### config.mk
export PLATFORM = sky130hd
export DESIGN_NAME = disp_seg7_scan
export DESIGN_NICKNAME = d
export VERILOG_FILES = /design/src/rtl/seg7_pkg.sv /design/src/rtl/bin2bcd_seq.sv /design/src/rtl/disp_seg7_scan.sv
export SDC_FILE = /design/constraint.sdc
export NUM_CORES = 1
export LEC_CHECK = 0
export ABC_AREA = 1
export ABC_CLOCK_PERIOD_IN_PS = 3100
export CAP_MARGIN = 20
export CORE_ASPECT_RATIO = 1.1
export CORE_MARGIN = 8
export CORE_UTILIZATION = 35
export DETAILED_ROUTE_END_ITERATION = 10
export GPL_TIMING_DRIVEN = 0
export PLACE_DENSITY = 0.57
export RECOVER_POWER = 50
export SYNTH_ARGS = -nofsm -noshare
export SYNTH_HDL_FRONTEND = slang
export SYNTH_HIERARCHICAL = 1
export SYNTH_SLANG_ARGS = --single-unit
### constraint.sdc
create_clock -name clk -period 3.1 [get_ports clk]
set_input_delay 0.775 -clock clk [delete_from_list [all_inputs] [get_ports clk]]
set_output_delay 0.775 -clock clk [all_outputs]
set_load 0.01 [all_outputs]
### src/rtl/seg7_pkg.sv
// Shared types and constants for the seven-segment scan display.
package seg7_pkg;

  typedef enum logic [1:0] {
    IDLE,
    CONV,
    DONE
  } state_t;

  localparam int NUM_DIGITS = 4;
  localparam int BCD_ITER   = 8;

  // Segment patterns ordered {g,f,e,d,c,b,a}, active-high
  localparam logic [6:0] SEG_0     = 7'h3F;
  localparam logic [6:0] SEG_1     = 7'h06;
  localparam logic [6:0] SEG_2     = 7'h5B;
  localparam logic [6:0] SEG_3     = 7'h4F;
  localparam logic [6:0] SEG_4     = 7'h66;
  localparam logic [6:0] SEG_5     = 7'h6D;
  localparam logic [6:0] SEG_6     = 7'h7D;
  localparam logic [6:0] SEG_7     = 7'h07;
  localparam logic [6:0] SEG_8     = 7'h7F;
  localparam logic [6:0] SEG_9     = 7'h6F;
  localparam logic [6:0] SEG_BLANK = 7'h00;

  // Non-decimal nibbles never reach here in normal use; show them as blank
  function automatic logic [6:0] seg_decode(input logic [3:0] digit);
    logic [6:0] seg;
    seg = SEG_BLANK;
    case (digit)
      4'd0: seg = SEG_0;
      4'd1: seg = SEG_1;
      4'd2: seg = SEG_2;
      4'd3: seg = SEG_3;
      4'd4: seg = SEG_4;
      4'd5: seg = SEG_5;
      4'd6: seg = SEG_6;
      4'd7: seg = SEG_7;
      4'd8: seg = SEG_8;
      4'd9: seg = SEG_9;
      default: seg = SEG_BLANK;
    endcase
    return seg;
  endfunction

endpackage

### src/rtl/bin2bcd_seq.sv
// Iterative double-dabble: one add-3/shift step per clock, BCD_ITER steps per conversion.
module bin2bcd_seq
  import seg7_pkg::*;
(
  input  logic       clk,
  input  logic       reset,
  input  logic       start,
  input  logic       abort,
  input  logic [7:0] bin,
  output logic       busy,
  output logic       done,
  output logic [3:0] hundreds,
  output logic [3:0] tens,
  output logic [3:0] ones
);

  localparam logic [3:0] LAST_ITER = 4'(BCD_ITER - 1);

  logic [7:0]  shift_q;
  logic [11:0] bcd_q;
  logic [3:0]  iter_q;
  logic        active_q;
  logic [11:0] bcd_adj;

  // Add 3 to every nibble that would overflow past 9 after the coming shift
  always_comb begin
    bcd_adj = bcd_q;
    for (int i = 0; i < 3; i++) begin
      if (bcd_q[4*i +: 4] >= 4'd5) begin
        bcd_adj[4*i +: 4] = bcd_q[4*i +: 4] + 4'd3;
      end
    end
  end

  // done marks the edge that performs the final iteration
  assign done     = active_q && (iter_q == LAST_ITER);
  assign busy     = active_q;
  assign hundreds = bcd_q[11:8];
  assign tens     = bcd_q[7:4];
  assign ones     = bcd_q[3:0];

  // Load on start, then shift the binary MSB into the adjusted BCD each cycle
  always_ff @(posedge clk or negedge reset) begin
    if (!reset) begin
      shift_q  <= '0;
      bcd_q    <= '0;
      iter_q   <= '0;
      active_q <= 1'b0;
    end else if (abort) begin
      active_q <= 1'b0;
    end else if (start) begin
      shift_q  <= bin;
      bcd_q    <= '0;
      iter_q   <= '0;
      active_q <= 1'b1;
    end else if (active_q) begin
      bcd_q   <= {bcd_adj[10:0], shift_q[7]};
      shift_q <= {shift_q[6:0], 1'b0};
      iter_q  <= iter_q + 4'd1;
      if (done) begin
        active_q <= 1'b0;
      end
    end
  end

endmodule

### src/rtl/disp_seg7_scan.sv
// Converts the displayed value/index to decimal and scans it onto a 4-digit panel.
module disp_seg7_scan
  import seg7_pkg::*;
#(
  parameter int SCAN_DIV = 4
) (
  input  logic       clk,
  input  logic       reset,
  input  logic       run_display,
  input  logic [7:0] value_i,
  input  logic [2:0] sel_i,
  output logic [6:0] seg_o,
  output logic [3:0] an_o,
  output logic       dp_o,
  output logic       busy_o
);

  localparam int PW = (SCAN_DIV > 1) ? $clog2(SCAN_DIV) : 1;
  localparam logic [PW-1:0] PRESC_LAST = PW'(SCAN_DIV - 1);

  state_t state_q, state_d;

  logic        valid_q;
  logic [7:0]  last_val_q;
  logic [2:0]  last_sel_q;
  logic        start;
  logic        conv_busy, conv_done;
  logic [3:0]  hundreds, tens, ones;
  logic [PW-1:0] presc_q;
  logic [1:0]  digit_q;
  logic [NUM_DIGITS-1:0][6:0] disp_q;

  assign start = (state_q == IDLE) && run_display &&
                 (!valid_q || (value_i != last_val_q) || (sel_i != last_sel_q));

  assign busy_o = conv_busy || (state_q != IDLE);

  bin2bcd_seq u_bcd (
    .clk      (clk),
    .reset    (reset),
    .start    (start),
    .abort    (!run_display),
    .bin      (value_i),
    .busy     (conv_busy),
    .done     (conv_done),
    .hundreds (hundreds),
    .tens     (tens),
    .ones     (ones)
  );

  // State register
  always_ff @(posedge clk or negedge reset) begin
    if (!reset) state_q <= IDLE;
    else        state_q <= state_d;
  end

  // Next state: dropping run_display aborts from any state
  always_comb begin
    state_d = state_q;
    if (!run_display) begin
      state_d = IDLE;
    end else begin
      case (state_q)
        IDLE:    if (start) state_d = CONV;
        CONV:    if (conv_done) state_d = DONE;
        DONE:    state_d = IDLE;
        default: state_d = IDLE;
      endcase
    end
  end

  // Remember the pair being converted so an unchanged input is not reconverted
  always_ff @(posedge clk or negedge reset) begin
    if (!reset) begin
      valid_q    <= 1'b0;
      last_val_q <= '0;
      last_sel_q <= '0;
    end else if (!run_display) begin
      valid_q <= 1'b0;
    end else if (start) begin
      valid_q    <= 1'b1;
      last_val_q <= value_i;
      last_sel_q <= sel_i;
    end
  end

  // Display registers hold decoded, leading-zero-blanked digit patterns
  always_ff @(posedge clk or negedge reset) begin
    if (!reset) begin
      disp_q <= {NUM_DIGITS{SEG_BLANK}};
    end else if (!run_display) begin
      disp_q <= {NUM_DIGITS{SEG_BLANK}};
    end else if (state_q == DONE) begin
      disp_q[3] <= seg_decode({1'b0, last_sel_q});
      disp_q[2] <= (hundreds == 4'd0) ? SEG_BLANK : seg_decode(hundreds);
      disp_q[1] <= ((hundreds == 4'd0) && (tens == 4'd0)) ? SEG_BLANK : seg_decode(tens);
      disp_q[0] <= seg_decode(ones);
    end
  end

  // Free-running prescaler advances the digit index on each wrap
  always_ff @(posedge clk or negedge reset) begin
    if (!reset) begin
      presc_q <= '0;
      digit_q <= '0;
    end else if (presc_q == PRESC_LAST) begin
      presc_q <= '0;
      digit_q <= digit_q + 2'd1;
    end else begin
      presc_q <= presc_q + PW'(1);
    end
  end

  // Register segments, enables and dp together so they switch on the same edge
  always_ff @(posedge clk or negedge reset) begin
    if (!reset) begin
      seg_o <= SEG_BLANK;
      an_o  <= 4'b1111;
      dp_o  <= 1'b0;
    end else if (!run_display) begin
      seg_o <= SEG_BLANK;
      an_o  <= 4'b1111;
      dp_o  <= 1'b0;
    end else begin
      seg_o <= disp_q[digit_q];
      an_o  <= ~(4'b0001 << digit_q);
      dp_o  <= (digit_q == 2'd3);
    end
  end

endmodule

== Yosys cells after proc, flatten, opt, wreduce, memory -nomap -nowiden ==
Memory sizes are Yosys's and may differ from the RTL's.
Index checks and enable logic that the tools add are counted.
Storage, ports and cells
  register bits after elaboration: 83
  bits in read-only memories: 392
  input bits: 14
  output and inout bits: 13
  memories: 4
Memories
  (name not given): depth 16, bits a word 7, rd ports 1, clocked after memory_dff 0, write ports 0, RTL line seg7_pkg.sv:30  | case (digit)
  (name not given): depth 16, bits a word 7, rd ports 1, clocked after memory_dff 0, write ports 0, RTL line seg7_pkg.sv:30
  (name not given): depth 16, bits a word 7, rd ports 1, clocked after memory_dff 0, write ports 0, RTL line seg7_pkg.sv:30
  (name not given): depth 8, bits a word 7, rd ports 1, clocked after memory_dff 0, write ports 0, RTL line seg7_pkg.sv:30
Cells by class
  add/sub/neg operators: 6
  order comparisons: 4
  equality and inequality tests: 11
  shifts and indexed selects: 1
  multiplexer cells: 29
  bitwise logic cells: 1
  reductions and logical operators: 16
Operator list (count)
  28-bit two-way mux: 2
  7-bit two-way mux: 4
  12-bit two-way mux: 2
  4-bit two-way mux: 5
  8-bit two-way mux: 2
  7-bit binary-select mux with 2-bit select: 1
  4-bit by 3-bit >= comparator with 1-bit output, second input constant: 3
  4-bit by 2-bit adder with 4-bit output, second input constant: 2
  4-bit logical NOT: 2
  2-bit two-way mux: 4
  8-bit != test: 1
  1-bit two-way mux: 7
  2-bit == test, second input constant: 3
  3-bit != test, second input constant: 2
  2-bit AND reduction: 3
  2-bit by 1-bit adder with 2-bit output, second input constant: 2
  4-bit by 1-bit adder with 4-bit output, second input constant: 1
  4-bit by 3-bit == test with 1-bit output, second input constant: 1
  1-bit logical AND: 4
  2-bit by 1-bit != test with 1-bit output, second input constant: 2
  4-bit NOT: 1
  2-bit one-hot mux with 2 select lines: 1
  2-bit nonzero test: 2
  1-bit by 2-bit left shift with 4-bit output, first input constant: 1
  other kinds (8): 10

== Longest topological paths before layout ==
  depth after elaboration: 7
  depth in mapped cells: 16
  depth with buffers taken out: 15

== Cells and area by module ==
Netlist, hierarchy kept.
By module, submodules not included
  disp_seg7_scan: instances 1, cells an instance 381, area each 3091.7 µm², sequential area each 1456.4 µm²
  bin2bcd_seq: instances 1, cells an instance 174, area each 1360.1 µm², sequential area each 625.6 µm²

== Worst setup path after synthesis ==
Ideal clock, no wire load.
  kind: input to register
  start point: in run_display
  end point: reg u_bcd.bcd_q[5]
  setup time: 117 ps
  arrival: 2056 ps
  slack: 927 ps
  cell stages on the path: 12
  path buffers: 3
  path through: buf_4 inv_2 nor3_2 nand2_4 buf_6 inv_1 inv_2 nand3_4 inv_4 buf_6 nand3_1 nand2_1
On the way
  word-level cells in the longest chain between the ends: 4
Ends and longest elaborated chain
  from (decl): RTL line disp_seg7_scan.sv:9  | input logic run_display,
  1-bit logical AND (*) (2 in a row): RTL line disp_seg7_scan.sv:33  | assign start = (state_q == IDLE) && run_display &&
  via start: RTL line disp_seg7_scan.sv:26  | logic start;
  2-bit nonzero test (no line)
  2-bit AND reduction (no line)
  to (signal assigned): RTL line bin2bcd_seq.sv:57  | bcd_q <= {bcd_adj[10:0], shift_q[7]};
  to (decl): RTL line bin2bcd_seq.sv:20  | logic [11:0] bcd_q;
The timed path passes the listed nets; every way through them passes the cells marked *.
A chain may end at the register's enable or synchronous reset.

== Worst setup path after layout ==
  start point: in value_i[3]
  end point: reg u_bcd.shift_q[5]
On the way
  word-level cells in the longest chain between the ends: 6
Ends and longest elaborated chain
  from (decl): RTL line disp_seg7_scan.sv:10  | input logic [7:0] value_i,
  8-bit != test (*): RTL line disp_seg7_scan.sv:34  | (!valid_q || (value_i != last_val_q) || (sel_i != last_sel_q));
  1-bit logical OR (*) (2 in a row): RTL line disp_seg7_scan.sv:34
  1-bit logical AND (*): RTL line disp_seg7_scan.sv:33
  via start: RTL line disp_seg7_scan.sv:26
  2-bit nonzero test (no line)
  2-bit AND reduction (no line)
  to (signal assigned): RTL line bin2bcd_seq.sv:52  | shift_q <= bin;
  to (signal assigned): RTL line bin2bcd_seq.sv:58  | shift_q <= {shift_q[6:0], 1'b0};
  to (decl): RTL line bin2bcd_seq.sv:19  | logic [7:0] shift_q;
Marked as above.

==> results.ini <==
[status]
run_status = complete, but fails checks
violations = max-capacitance violations, max-slew violations

[critical_path]
crit_fanout = 10
crit_path_max_incr_delay_ns = 0.53
crit_path_end_kind = flip-flop
critPathArrivalTime_ns = 2.93
cp.required_ns = 3.38
crit_path_start_kind = primary input
crit_path_top_delay_cell = clkdlybuf4s50_1
crit_family = buffers and inverters
critical_path_class = in -> reg
crit_path_frequent_cell = nand2_1
path_cells = clkdlybuf4s50_1 -> inv_1 -> nand2_1 -> nand2_1 -> nor2_1 -> nand2_1 -> nor2_2 -> nand2_2 -> nand2_4 -> buf_6 -> inv_1 -> o21ai_4 -> buf_4 -> nand2_1 -> nand3_1
path_buf_inv = 5

[routing]
drtIter0Drc = 197
dr_total_vias = 3536
ant_nets = 0
via_per_inst = 4.69
drt-wirelength-per-cell_um = 12.7
finalWirelength_mm = 9.55
drtPass1Iterations = 4
drcViolationCount = 0

[synth]
syn_inst = 555
synth_cell_type_count = 34
ys.flop_type = dfrtp_1
synth_xor_area_share_pct = 0.197
yosysSeqAreaShare_pct = 46.8
synth_area_um2 = 4450
synth-edff-count = 0
synthArstFlopShare_pct = 100
synth_mux_area_share_pct = 0.225
syn_avg_cell_area_um2 = 8.02
synthAdderAreaFrac_pct = 8.43
syn_nets = 599
synth_compound_area_share_pct = 13.0
synth_top_family_by_area = simple AND/OR/NAND/NOR gates
synth-simple-area-share_pct = 21.0
ys_warn_count = 6
ys_seq_elements = 83

[timing]
slew_headroom_pct = -38.7
min_period_ns = 2.65
rsz0062_at_grt = no
setup_violations = 0
skew_ns = 0.00779
timing.final.crit_share_pct = 85.4
tightest_slew_ns = 2.08
fin_ws_ns = 0.451
finalHoldViolations = 0
drv_slew = 38
timing.fmax_mhz = 378

[layout]
drive_above_1_share_pct = 7.54
fill_cells = 1234
area_growth_pct = 18.4
antenna_cells = 0
nets = 636
layout_commonest_cell = nand2_1
layout_common_cells = nand2_1, inv_1, dfrtp_1
final_util_pct = 42.0

[grt]
use_met2_pct = 20.4
met1_usage_pct = 15.4
antenna_found_initial = 0
first_global_vias = 3438
grt_util_all_layers_pct = 12.5
top_usage_layer = met2
globalRoute.totalOverflow = 0
grt_use_met3_pct = 2.52
grt_pass1_wl_mm = 16.3
grt_max_degree = 47

[pwr]
internal_power_mw = 2.37
power.switching_mw = 1.01
power_density_nw_per_um2 = 642
switching_share_pct = 29.8
power.leakage_nw = 2.63
p_total_mw = 3.38
clock_power_share_pct = 37.0
seq_power_share_pct = 42.3
peakVddDrop_mv = 0.353
comb_power_share_pct = 20.7

[die]
fp.dieArea_um2 = 16600
pin_count = 27
die_w_um = 124
initial_utilization_pct = 35.5
coreArea_um2 = 12500
core.rowCount = 43
die_h_um = 134

[clocking]
cts_sinks = 83
cts_tree = done
cts_hold_buf = 0
post-cts-setup-buffer-count = 0
cts-root-buf = clkbuf_16
clkSlewWorstSetupHoldPaths_ns = 0.06
insertion_delay_ns = 0.34
cts_resized = 0
htree_levels = 3
cts_buffer_depth = 2
cts_buffers = 9

[worst_hold_path]
hp-class = reg -> reg

[job]
cap_violations = 1

[place]
place_ws_ns = 0.101
gp_congestion = 0.751
dp_hpwl_mm = 7.01
port-buffer-count = 25

==> sequential cells by signal, summed over array words and instances (netlist names) <==
register / flops
state_q: 2
u_bcd/iter_q: 4
presc_q: 2
valid_q: 1
dp_o: 1
u_bcd/busy: 1
an_o: 4
last_val_q: 8
seg_o: 7
u_bcd/bcd_q: 12
digit_q: 2
disp_q: 28
u_bcd/shift_q: 8
last_sel_q: 3
==> synthesized netlist by cell type (2+ instances only) <==
| library cell | count | area, um^2 |
|---|---|---|
| dfstp_2 | 4 | 105 |
| clkbuf_1 | 2 | 7.51 |
| inv_2 | 5 | 18.8 |
| dfrtp_1 | 79 | 1980 |
| buf_2 | 5 | 25.0 |
| o22ai_1 | 25 | 156 |
| o21ai_1 | 3 | 15.0 |
| ha_1 | 30 | 375 |
| nand2_1 | 141 | 529 |
| buf_4 | 3 | 22.5 |
| buf_6 | 2 | 22.5 |
| o211ai_1 | 2 | 15.0 |
| nor2_1 | 26 | 97.6 |
| nor3_1 | 4 | 20.0 |
| nand4_1 | 4 | 25.0 |
| inv_1 | 94 | 353 |
| a21oi_1 | 32 | 160 |
| o21ai_0 | 43 | 215 |
| nand3_1 | 36 | 180 |
==> worst reg2reg max path: cells and delay by family, from the launching register on <==
kind                   cells  cell delay (ns)
AO/OA/AOI/OAI              1             0.33
buffers and inverters      4             0.65
flip-flops                 1             0.43
AND/OR/NAND/NOR            9             0.73
==> logic make-up (layout without fill, tap and decap cells) <==
group                    Yosys count  count (layout)
buffers and inverters            114             156
adder cells (fa/ha/maj)           30              30
AND/OR/NAND/NOR                  220             220
XOR/XNOR                           1               1
AO/OA/AOI/OAI                    106             106
flip-flops                        83              83
multiplexers                       1               1
==> area by class of cell <==
type	instances	area (um^2)	share of cell area, %
inverter	101	382	7.24
buffer	13	81.3	1.54
multi-input combinational	358	1910	36.2
clock buffer	10	239	4.53
clock inverter	6	113	2.14
tap	157	196	3.73
timing repair buffer	26	272	5.15
sequential	83	2080	39.5
==> path summary, 6_finish.rpt <==
check                                          startpoint                      endpoint  slack, ns  cells past startpoint
worst max-delay path                           value_i[3]  u_bcd/shift_q[5]$_DFFE_PN0P_       0.45                     15
worst min-delay path                 presc_q[0]$_DFF_PN0_          presc_q[0]$_DFF_PN0_       0.43                      1
worst max register to register  last_sel_q[0]$_DFFE_PN0P_  u_bcd/shift_q[5]$_DFFE_PN0P_       0.90                     14
worst min register to register       presc_q[0]$_DFF_PN0_          presc_q[0]$_DFF_PN0_       0.43                      1
max in group asynchronous                           reset            seg_o[4]$_DFF_PN0_       0.88                      1
min in group asynchronous                           reset         disp_q[3]$_DFFE_PN0P_       1.03                      1
==> stage by stage <==
step                      hold slack, ns  std cells  TNS (ns)  area, um^2
after CTS                          0.416        754         0        5280
final                              0.428        754         0        5270
after floorplan                    0.403        555         0        4450
after global routing               0.440        754         0        5270
after detailed placement           0.420        738         0        4920
after global placement             0.416        737   -145.28        4900
==> power by group through the flow <==
stage	sequential (mW)	clock, mW	combinational, mW
floorplan	1.41	0	0.504
global placement	1.44	0	0.681
CTS	1.43	1.29	0.711
finish	1.43	1.25	0.701
global route	1.46	1.33	0.823
detailed placement	1.45	0	0.707
==> layer usage <==
metal / wire length, um / vias up
met5: 0 / -
met1: 4390 / 1629
li1: - / 1846
met2: 4680 / 49
met4: 159 / 0
met3: 328 / 12
(Power assumes the default switching activity.)
